**config.mk**
```make
export PLATFORM = sky130hd
export DESIGN_NAME = snow64_scalar_data_access_scheduler_flat
export DESIGN_NICKNAME = d
export VERILOG_FILES = /design/src/rtl/snow64_scalar_data_access_scheduler_pkg.sv /design/src/rtl/snow64_scalar_data_access_scheduler_if.sv /design/src/rtl/snow64_round_robin_arb2.sv /design/src/rtl/snow64_scalar_data_extractor.sv /design/src/rtl/snow64_scalar_data_injector.sv /design/src/rtl/snow64_scalar_data_access_scheduler.sv /design/src/flat_wrapper.sv
export SDC_FILE = /design/constraint.sdc
export NUM_CORES = 2
export LEC_CHECK = 0
export BUFFER_PORTS_ARGS = -buffer_cell sky130_fd_sc_hd__buf_4
export CAP_MARGIN = 20
export CELL_PAD_IN_SITES_DETAIL_PLACEMENT = 0
export CELL_PAD_IN_SITES_GLOBAL_PLACEMENT = 1
export CORE_AREA = 2 2 388 390
export DETAILED_ROUTE_END_ITERATION = 7
export DIE_AREA = 0 0 390 392
export PLACE_DENSITY_LB_ADDON = 0.1
export SLEW_MARGIN = 30
export SYNTH_ARGS = -nofsm -noshare
export SYNTH_HDL_FRONTEND = slang
export SYNTH_SLANG_ARGS = --single-unit
```
**constraint.sdc**
```tcl
create_clock -name clk -period 3.1 [get_ports clk]
set_input_delay 0.93 -clock clk [delete_from_list [all_inputs] [get_ports clk]]
set_output_delay 0.93 -clock clk [all_outputs]
set_load 0.02 [all_outputs]
```
**src/rtl/snow64_scalar_data_access_scheduler_pkg.sv**
```systemverilog
// rtl/snow64_scalar_data_access_scheduler_pkg.sv - shared types for the scalar data access scheduler
package snow64_scalar_data_access_scheduler_pkg;

  localparam int LAR_DATA_WIDTH    = 256;
  localparam int SCALAR_DATA_WIDTH = 64;
  localparam int DATA_OFFSET_WIDTH = 5;

  typedef logic [LAR_DATA_WIDTH-1:0]    lar_data_t;
  typedef logic [SCALAR_DATA_WIDTH-1:0] scalar_data_t;
  typedef logic [DATA_OFFSET_WIDTH-1:0] data_offset_t;

  typedef enum logic [1:0] {
    DT_UNSGN_INT,
    DT_SGN_INT,
    DT_BFLOAT16,
    DT_RESERVED
  } cpu_data_type_t;

  typedef enum logic [1:0] {
    INT_SIZE_8,
    INT_SIZE_16,
    INT_SIZE_32,
    INT_SIZE_64
  } int_type_size_t;

  typedef enum logic [1:0] {
    OP_EXTRACT,
    OP_INJECT,
    OP_SWAP,
    OP_RESERVED
  } scalar_access_op_t;

  typedef enum logic [1:0] {
    ST_IDLE,
    ST_EXEC,
    ST_RESP
  } sched_state_t;

  typedef struct packed {
    scalar_access_op_t op;
    lar_data_t         lar_data;
    scalar_data_t      scalar_data;
    cpu_data_type_t    data_type;
    int_type_size_t    int_type_size;
    data_offset_t      data_offset;
  } port_in_scalar_access_req_t;

  typedef struct packed {
    logic         requester_id;
    scalar_data_t scalar;
    lar_data_t    lar;
    logic         err;
  } port_out_scalar_access_resp_t;

  // bfloat16 scalars always occupy 16 bits regardless of the int size field
  function automatic int_type_size_t effective_size(cpu_data_type_t dt, int_type_size_t sz);
    int_type_size_t res;
    res = (dt == DT_BFLOAT16) ? INT_SIZE_16 : sz;
    return res;
  endfunction

  function automatic scalar_data_t size_mask(int_type_size_t sz);
    scalar_data_t m;
    case (sz)
      INT_SIZE_8:  m = 64'h0000_0000_0000_00ff;
      INT_SIZE_16: m = 64'h0000_0000_0000_ffff;
      INT_SIZE_32: m = 64'h0000_0000_ffff_ffff;
      default:     m = 64'hffff_ffff_ffff_ffff;
    endcase
    return m;
  endfunction

endpackage

```
**src/rtl/snow64_scalar_data_access_scheduler_if.sv**
```systemverilog
// rtl/snow64_scalar_data_access_scheduler_if.sv - requester/response bundle for the scheduler
interface snow64_scalar_data_access_scheduler_if;
  import snow64_scalar_data_access_scheduler_pkg::*;

  logic [1:0]                       req_valid;
  logic [1:0]                       req_ready;
  port_in_scalar_access_req_t [1:0] req;
  logic                             resp_valid;
  logic                             resp_ready;
  port_out_scalar_access_resp_t     resp;

  modport master (
    output req_valid, req, resp_ready,
    input  req_ready, resp_valid, resp
  );

  modport slave (
    input  req_valid, req, resp_ready,
    output req_ready, resp_valid, resp
  );

endinterface

```
**src/rtl/snow64_round_robin_arb2.sv**
```systemverilog
// rtl/snow64_round_robin_arb2.sv - two-way round-robin arbiter holding the last grant
module snow64_round_robin_arb2 (
  input  logic       clk,
  input  logic       rst,
  input  logic [1:0] valid,
  input  logic       update,
  output logic       grant
);

  logic last_grant;

  // Contention (or no request) favours the requester that did not win last time
  always_comb begin
    grant = ~last_grant;
    if (valid == 2'b01) begin
      grant = 1'b0;
    end else if (valid == 2'b10) begin
      grant = 1'b1;
    end
  end

  always_ff @(posedge clk) begin
    if (rst) begin
      last_grant <= 1'b1;
    end else if (update) begin
      last_grant <= grant;
    end
  end

endmodule

```
**src/rtl/snow64_scalar_data_extractor.sv**
```systemverilog
// rtl/snow64_scalar_data_extractor.sv - pulls one scalar out of a LAR line at a byte offset
module snow64_scalar_data_extractor
  import snow64_scalar_data_access_scheduler_pkg::*;
(
  input  lar_data_t      lar_data,
  input  cpu_data_type_t data_type,
  input  int_type_size_t int_type_size,
  input  data_offset_t   data_offset,
  output scalar_data_t   scalar_data
);

  int_type_size_t size;
  scalar_data_t   raw;
  logic [7:0]     shamt;

  assign size  = effective_size(data_type, int_type_size);
  assign shamt = {data_offset, 3'b000};
  assign raw   = 64'(lar_data >> shamt);

  always_comb begin
    scalar_data = raw & size_mask(size);
    if (data_type == DT_SGN_INT) begin
      case (size)
        INT_SIZE_8:  scalar_data = {{56{raw[7]}}, raw[7:0]};
        INT_SIZE_16: scalar_data = {{48{raw[15]}}, raw[15:0]};
        INT_SIZE_32: scalar_data = {{32{raw[31]}}, raw[31:0]};
        default:     scalar_data = raw;
      endcase
    end
  end

endmodule

```
**src/rtl/snow64_scalar_data_injector.sv**
```systemverilog
// rtl/snow64_scalar_data_injector.sv - writes one scalar into a LAR line at a byte offset
module snow64_scalar_data_injector
  import snow64_scalar_data_access_scheduler_pkg::*;
(
  input  lar_data_t      lar_data,
  input  scalar_data_t   scalar_data,
  input  cpu_data_type_t data_type,
  input  int_type_size_t int_type_size,
  input  data_offset_t   data_offset,
  output lar_data_t      lar_out
);

  scalar_data_t mask;
  logic [7:0]   shamt;
  lar_data_t    field_mask;
  lar_data_t    field;

  assign mask       = size_mask(effective_size(data_type, int_type_size));
  assign shamt      = {data_offset, 3'b000};
  assign field_mask = lar_data_t'(mask) << shamt;
  assign field      = lar_data_t'(scalar_data & mask) << shamt;
  assign lar_out    = (lar_data & ~field_mask) | field;

endmodule

```
**src/rtl/snow64_scalar_data_access_scheduler.sv**
```systemverilog
// rtl/snow64_scalar_data_access_scheduler.sv - arbitrates two requesters onto one extractor/injector pair
module snow64_scalar_data_access_scheduler
  import snow64_scalar_data_access_scheduler_pkg::*;
(
  input logic clk,
  input logic rst,
  snow64_scalar_data_access_scheduler_if.slave bus
);

  sched_state_t                 state;
  port_in_scalar_access_req_t   operand;
  logic                         operand_id;
  logic                         grant;
  logic                         accept_window;
  logic                         accept;
  scalar_data_t                 extracted;
  lar_data_t                    injected;
  port_out_scalar_access_resp_t exec_resp;

  snow64_round_robin_arb2 u_arb (
    .clk    (clk),
    .rst    (rst),
    .valid  (bus.req_valid),
    .update (accept),
    .grant  (grant)
  );

  // A new request may enter while the current response is being consumed
  assign accept_window = (state == ST_IDLE) || ((state == ST_RESP) && bus.resp_ready);
  assign bus.req_ready = {!rst && grant && accept_window, !rst && !grant && accept_window};
  assign accept        = |(bus.req_valid & bus.req_ready);

  snow64_scalar_data_extractor u_extractor (
    .lar_data      (operand.lar_data),
    .data_type     (operand.data_type),
    .int_type_size (operand.int_type_size),
    .data_offset   (operand.data_offset),
    .scalar_data   (extracted)
  );

  snow64_scalar_data_injector u_injector (
    .lar_data      (operand.lar_data),
    .scalar_data   (operand.scalar_data),
    .data_type     (operand.data_type),
    .int_type_size (operand.int_type_size),
    .data_offset   (operand.data_offset),
    .lar_out       (injected)
  );

  always_comb begin
    exec_resp              = '0;
    exec_resp.requester_id = operand_id;
    exec_resp.lar          = operand.lar_data;
    case (operand.op)
      OP_EXTRACT: exec_resp.scalar = extracted;
      OP_INJECT: begin
        exec_resp.lar    = injected;
        exec_resp.scalar = operand.scalar_data;
      end
      OP_SWAP: begin
        exec_resp.scalar = extracted;
        exec_resp.lar    = injected;
      end
      default: exec_resp.err = 1'b1;
    endcase
  end

  always_ff @(posedge clk) begin
    if (rst) begin
      state          <= ST_IDLE;
      operand        <= '0;
      operand_id     <= 1'b0;
      bus.resp       <= '0;
      bus.resp_valid <= 1'b0;
    end else begin
      case (state)
        ST_IDLE: begin
          if (accept) begin
            operand    <= bus.req[grant];
            operand_id <= grant;
            state      <= ST_EXEC;
          end
        end
        ST_EXEC: begin
          bus.resp       <= exec_resp;
          bus.resp_valid <= 1'b1;
          state          <= ST_RESP;
        end
        ST_RESP: begin
          if (bus.resp_ready) begin
            bus.resp_valid <= 1'b0;
            if (accept) begin
              operand    <= bus.req[grant];
              operand_id <= grant;
              state      <= ST_EXEC;
            end else begin
              state <= ST_IDLE;
            end
          end
        end
        default: state <= ST_IDLE;
      endcase
    end
  end

endmodule

```
**src/flat_wrapper.sv**
```systemverilog
// flat-port wrapper written by rule: the top's interface ports become plain ports
module snow64_scalar_data_access_scheduler_flat import snow64_scalar_data_access_scheduler_pkg::*;
  (clk, rst, bus_req_valid, bus_req, bus_resp_ready, bus_req_ready, bus_resp_valid, bus_resp);
  snow64_scalar_data_access_scheduler_if bus_i ();
  input logic clk;
  input logic rst;
  input wire logic [$bits(bus_i.req_valid)-1:0] bus_req_valid;
  input wire logic [$bits(bus_i.req)-1:0] bus_req;
  input wire logic [$bits(bus_i.resp_ready)-1:0] bus_resp_ready;
  output wire logic [$bits(bus_i.req_ready)-1:0] bus_req_ready;
  output wire logic [$bits(bus_i.resp_valid)-1:0] bus_resp_valid;
  output wire logic [$bits(bus_i.resp)-1:0] bus_resp;
  assign bus_i.req_valid = bus_req_valid;
  assign bus_i.req = bus_req;
  assign bus_i.resp_ready = bus_resp_ready;
  assign bus_req_ready = bus_i.req_ready;
  assign bus_resp_valid = bus_i.resp_valid;
  assign bus_resp = bus_i.resp;
  snow64_scalar_data_access_scheduler u_core (.clk(clk), .rst(rst), .bus(bus_i));
endmodule
```
==> results.cfg <==
[die]
fp.dieH_um = 392
fp.dieArea_um2 = 153000
die_w_um = 390
start_util_pct = 27.3
io_pins = 992
coreArea_um2 = 149000
rows = 142

[global_routing]
grt_pass1_wl_um = 418000
grt_usage_pct = 40.2
grt.met1_usage_pct = 49.5
grt_util_met2_pct = 63.6
busiest_layer = met2
grt_overflow = 0
grt_max_degree = 155
grt_antenna_before_repair = 45
grt_pass1_vias = 46200
grtUsageMet3_pct = 11.2

[yosys]
synth_edf_count = 0
ys_types = 84
synth_ff_type = dfxtp_1
syn_inst = 4655
avgSynthCellArea_um2 = 8.73
syn_area_um2 = 40700
async_flop_share_pct = 0
ys_warn_count = 0
synth_nets = 5327
yosys_register_bits = 658
seq_area_frac_synth_pct = 32.4

[timing]
period_share_pct = 101
fmax_ghz = 0.320
clock_skew_ns = 0.0619
finalWorstSetupSlack_ns = -0.0270
worst_pin_slew_ns = 1.14
hold_violations = 0
setup_viol = 4
min_period_ns = 3.13
maxSlewHeadroom_pct = 23.9
finalMaxSlewViolations = 0
rsz0062_at_grt = no

[layout]
fillers = 15500
drive_gt1_share_pct = 37.5
area_growth_syn_to_layout_pct = 45.5
final_cells = 8173
utilization_pct = 39.7
layout_common_cells = buf_4, nor2_1, dfxtp_1
fin_nets = 6819
final_common_cell = buf_4

[placed_design]
routabilityCongestion = 1.04
dp.cells = 7998
dp_hpwl_um = 263000
portBuffers = 991

[setup_path]
crit_path_end_kind = register
worst_ep_arrival_time_ns = 3.73
crit_required_ns = 3.70
crit_path_start_kind = register
crit_fanout = 16
critPathKind = reg2reg

[routing]
via_count = 48300
avgViaCountPerCell = 5.92
drcViolationCount = 0
post_drt_wl_per_cell_um = 39.2
drt_iter0_drc = 5755
drtAntennaViolNets = 0
wirelength_um = 320000
dr.pass1.iters = 8

[run_status]
outcome = finished, violations left
violations = setup timing

[clock_network]
cts.htree.levels = 3
clockRootBuffer = clkbuf_16
numCtsBuffers = 80
hold_buffers = 0
ctsLongestPathBuffers = 3
clkSinkCount = 658
cts_tree = yes
clk_latency_ns = 0.74
cts.reportedPaths.clkPinSlew_ns = 0.06

[min_path]
hold_class = in2reg

[pwr]
p_per_area_nw_per_um2 = 531
ir_drop_uv = 401
leakage_nw = 25.3

[flow_run]
maxCapViolCount = 0
-- where the power goes --
group	internal [mW]	total, mW	switching (mW)
Clock	5.53	9.84	4.32
Combinational	4.38	11.1	6.67
Sequential	9.19	10.5	1.32
-- metal layers --
layer	share of wire [%]	vias up
li1	-	20800
met1	39	23900
met2	45	2929
met3	9.6	715
met4	6.4	22
met5	0.043	-
-- flip-flops by register name (all words and copies together), names as in the netlist --
signal and cells:
u_core.operand_id 1, u_core.u_arb.last_grant 1, u_core.bus.resp 322, u_core.operand 331, u_core.state 2, u_core.bus.resp_valid 1
-- cell families after synthesis --
kind of cell    Yosys count  share of synthesized area [%]
compound gates         1489                           25.5
simple gates           1281                           13.3
mux                     701                           22.7
flops                   658                           32.4
buf+inv                 520                           5.90
fa+ha+maj                 6                          0.178
-- per-stage QoR --
step / power (mW) / hold slack [ns] / setup WS, ns / setup TNS [ns] / area, um^2
finish: 31.4 / 0.459 / -0.0270 / -0.0596 / 59100
global route: 32.1 / 0.456 / 0.00206 / 0 / 59100
CTS: 31.2 / 0.431 / 0.00228 / 0 / 58900
detailed placement: 21.3 / 0.452 / -0.266 / -2.20 / 56100
global placement: 21.3 / 0.453 / -0.764 / -3.70 / 56100
floorplan: 14.7 / 0.432 / 0.0201 / 0 / 40700
-- timing repair --
action                     4_1_cts  5_1_grt
gates resized for setup         13       23
pin swaps                        3        4
cloned                           0        2
setup buffers                    5        4
setup endpoints to repair       26       54
hold endpoints to repair         0        0
-- path summary, 6_finish.rpt --
kind                                          from                    to  slack [ns]  depth (start not counted)
worst min-delay path                           rst     u_core.operand[2]        0.46                          2
worst min register to register  u_core.bus.resp[0]    u_core.bus.resp[0]        0.46                          2
worst max register to register   u_core.operand[1]  u_core.bus.resp[314]       -0.03                         10
worst max-delay path             u_core.operand[1]  u_core.bus.resp[314]       -0.03                         10
-- area by class of cell --
class,count,area [um^2],area share (%)
Inverter,25,97.6,0.165
Sequential cell,658,13200,22.3
Clock inverter,31,437,0.738
Tap cell,1944,2430,4.11
Timing Repair Buffer,1905,15400,26.0
Multi-Input combinational cell,3477,25300,42.8
Clock buffer,112,2230,3.77
Antenna cell,21,52.6,0.0889
-- worst max-delay path, stage by stage (launching register included) --
cell	delay (ns)
dfxtp_4	0.55
buf_12	0.23
mux2i_1	0.46
mux2i_1	0.14
buf_4	0.17
a2111oi_4	0.47
buf_4	0.20
nor4_4	0.07
buf_4	0.15
o31a_1	0.27
a221o_1	0.26
-- cell usage after synthesis, drive strengths merged, types with 13 or more instances --
cell       n  area [um^2]
a211oi   399         3000
a21o      21          158
a21oi    309         1550
a221o     36          360
a221oi   104          935
a222oi    13          130
a22o      41          359
a22oi     82          616
a2bb2oi   24          210
a311oi    15          131
a31oi     48          300
a32oi     29          254
and2      13         81.3
and3      32          200
buf      146          945
clkbuf   349         1360
dfxtp    658        13200
inv       23         86.3
mux2      72          818
mux2i    461         4610
mux4     168         3800
nand2    315         1180
nand3     83          415
nand4     30          188
nor2     662         2490
nor2b     16          100
nor3      83          430
o211ai    33          253
o21ai    226         1140
o311ai    17          149
or2       15         93.8
Power figures use the tool's default switching activity.
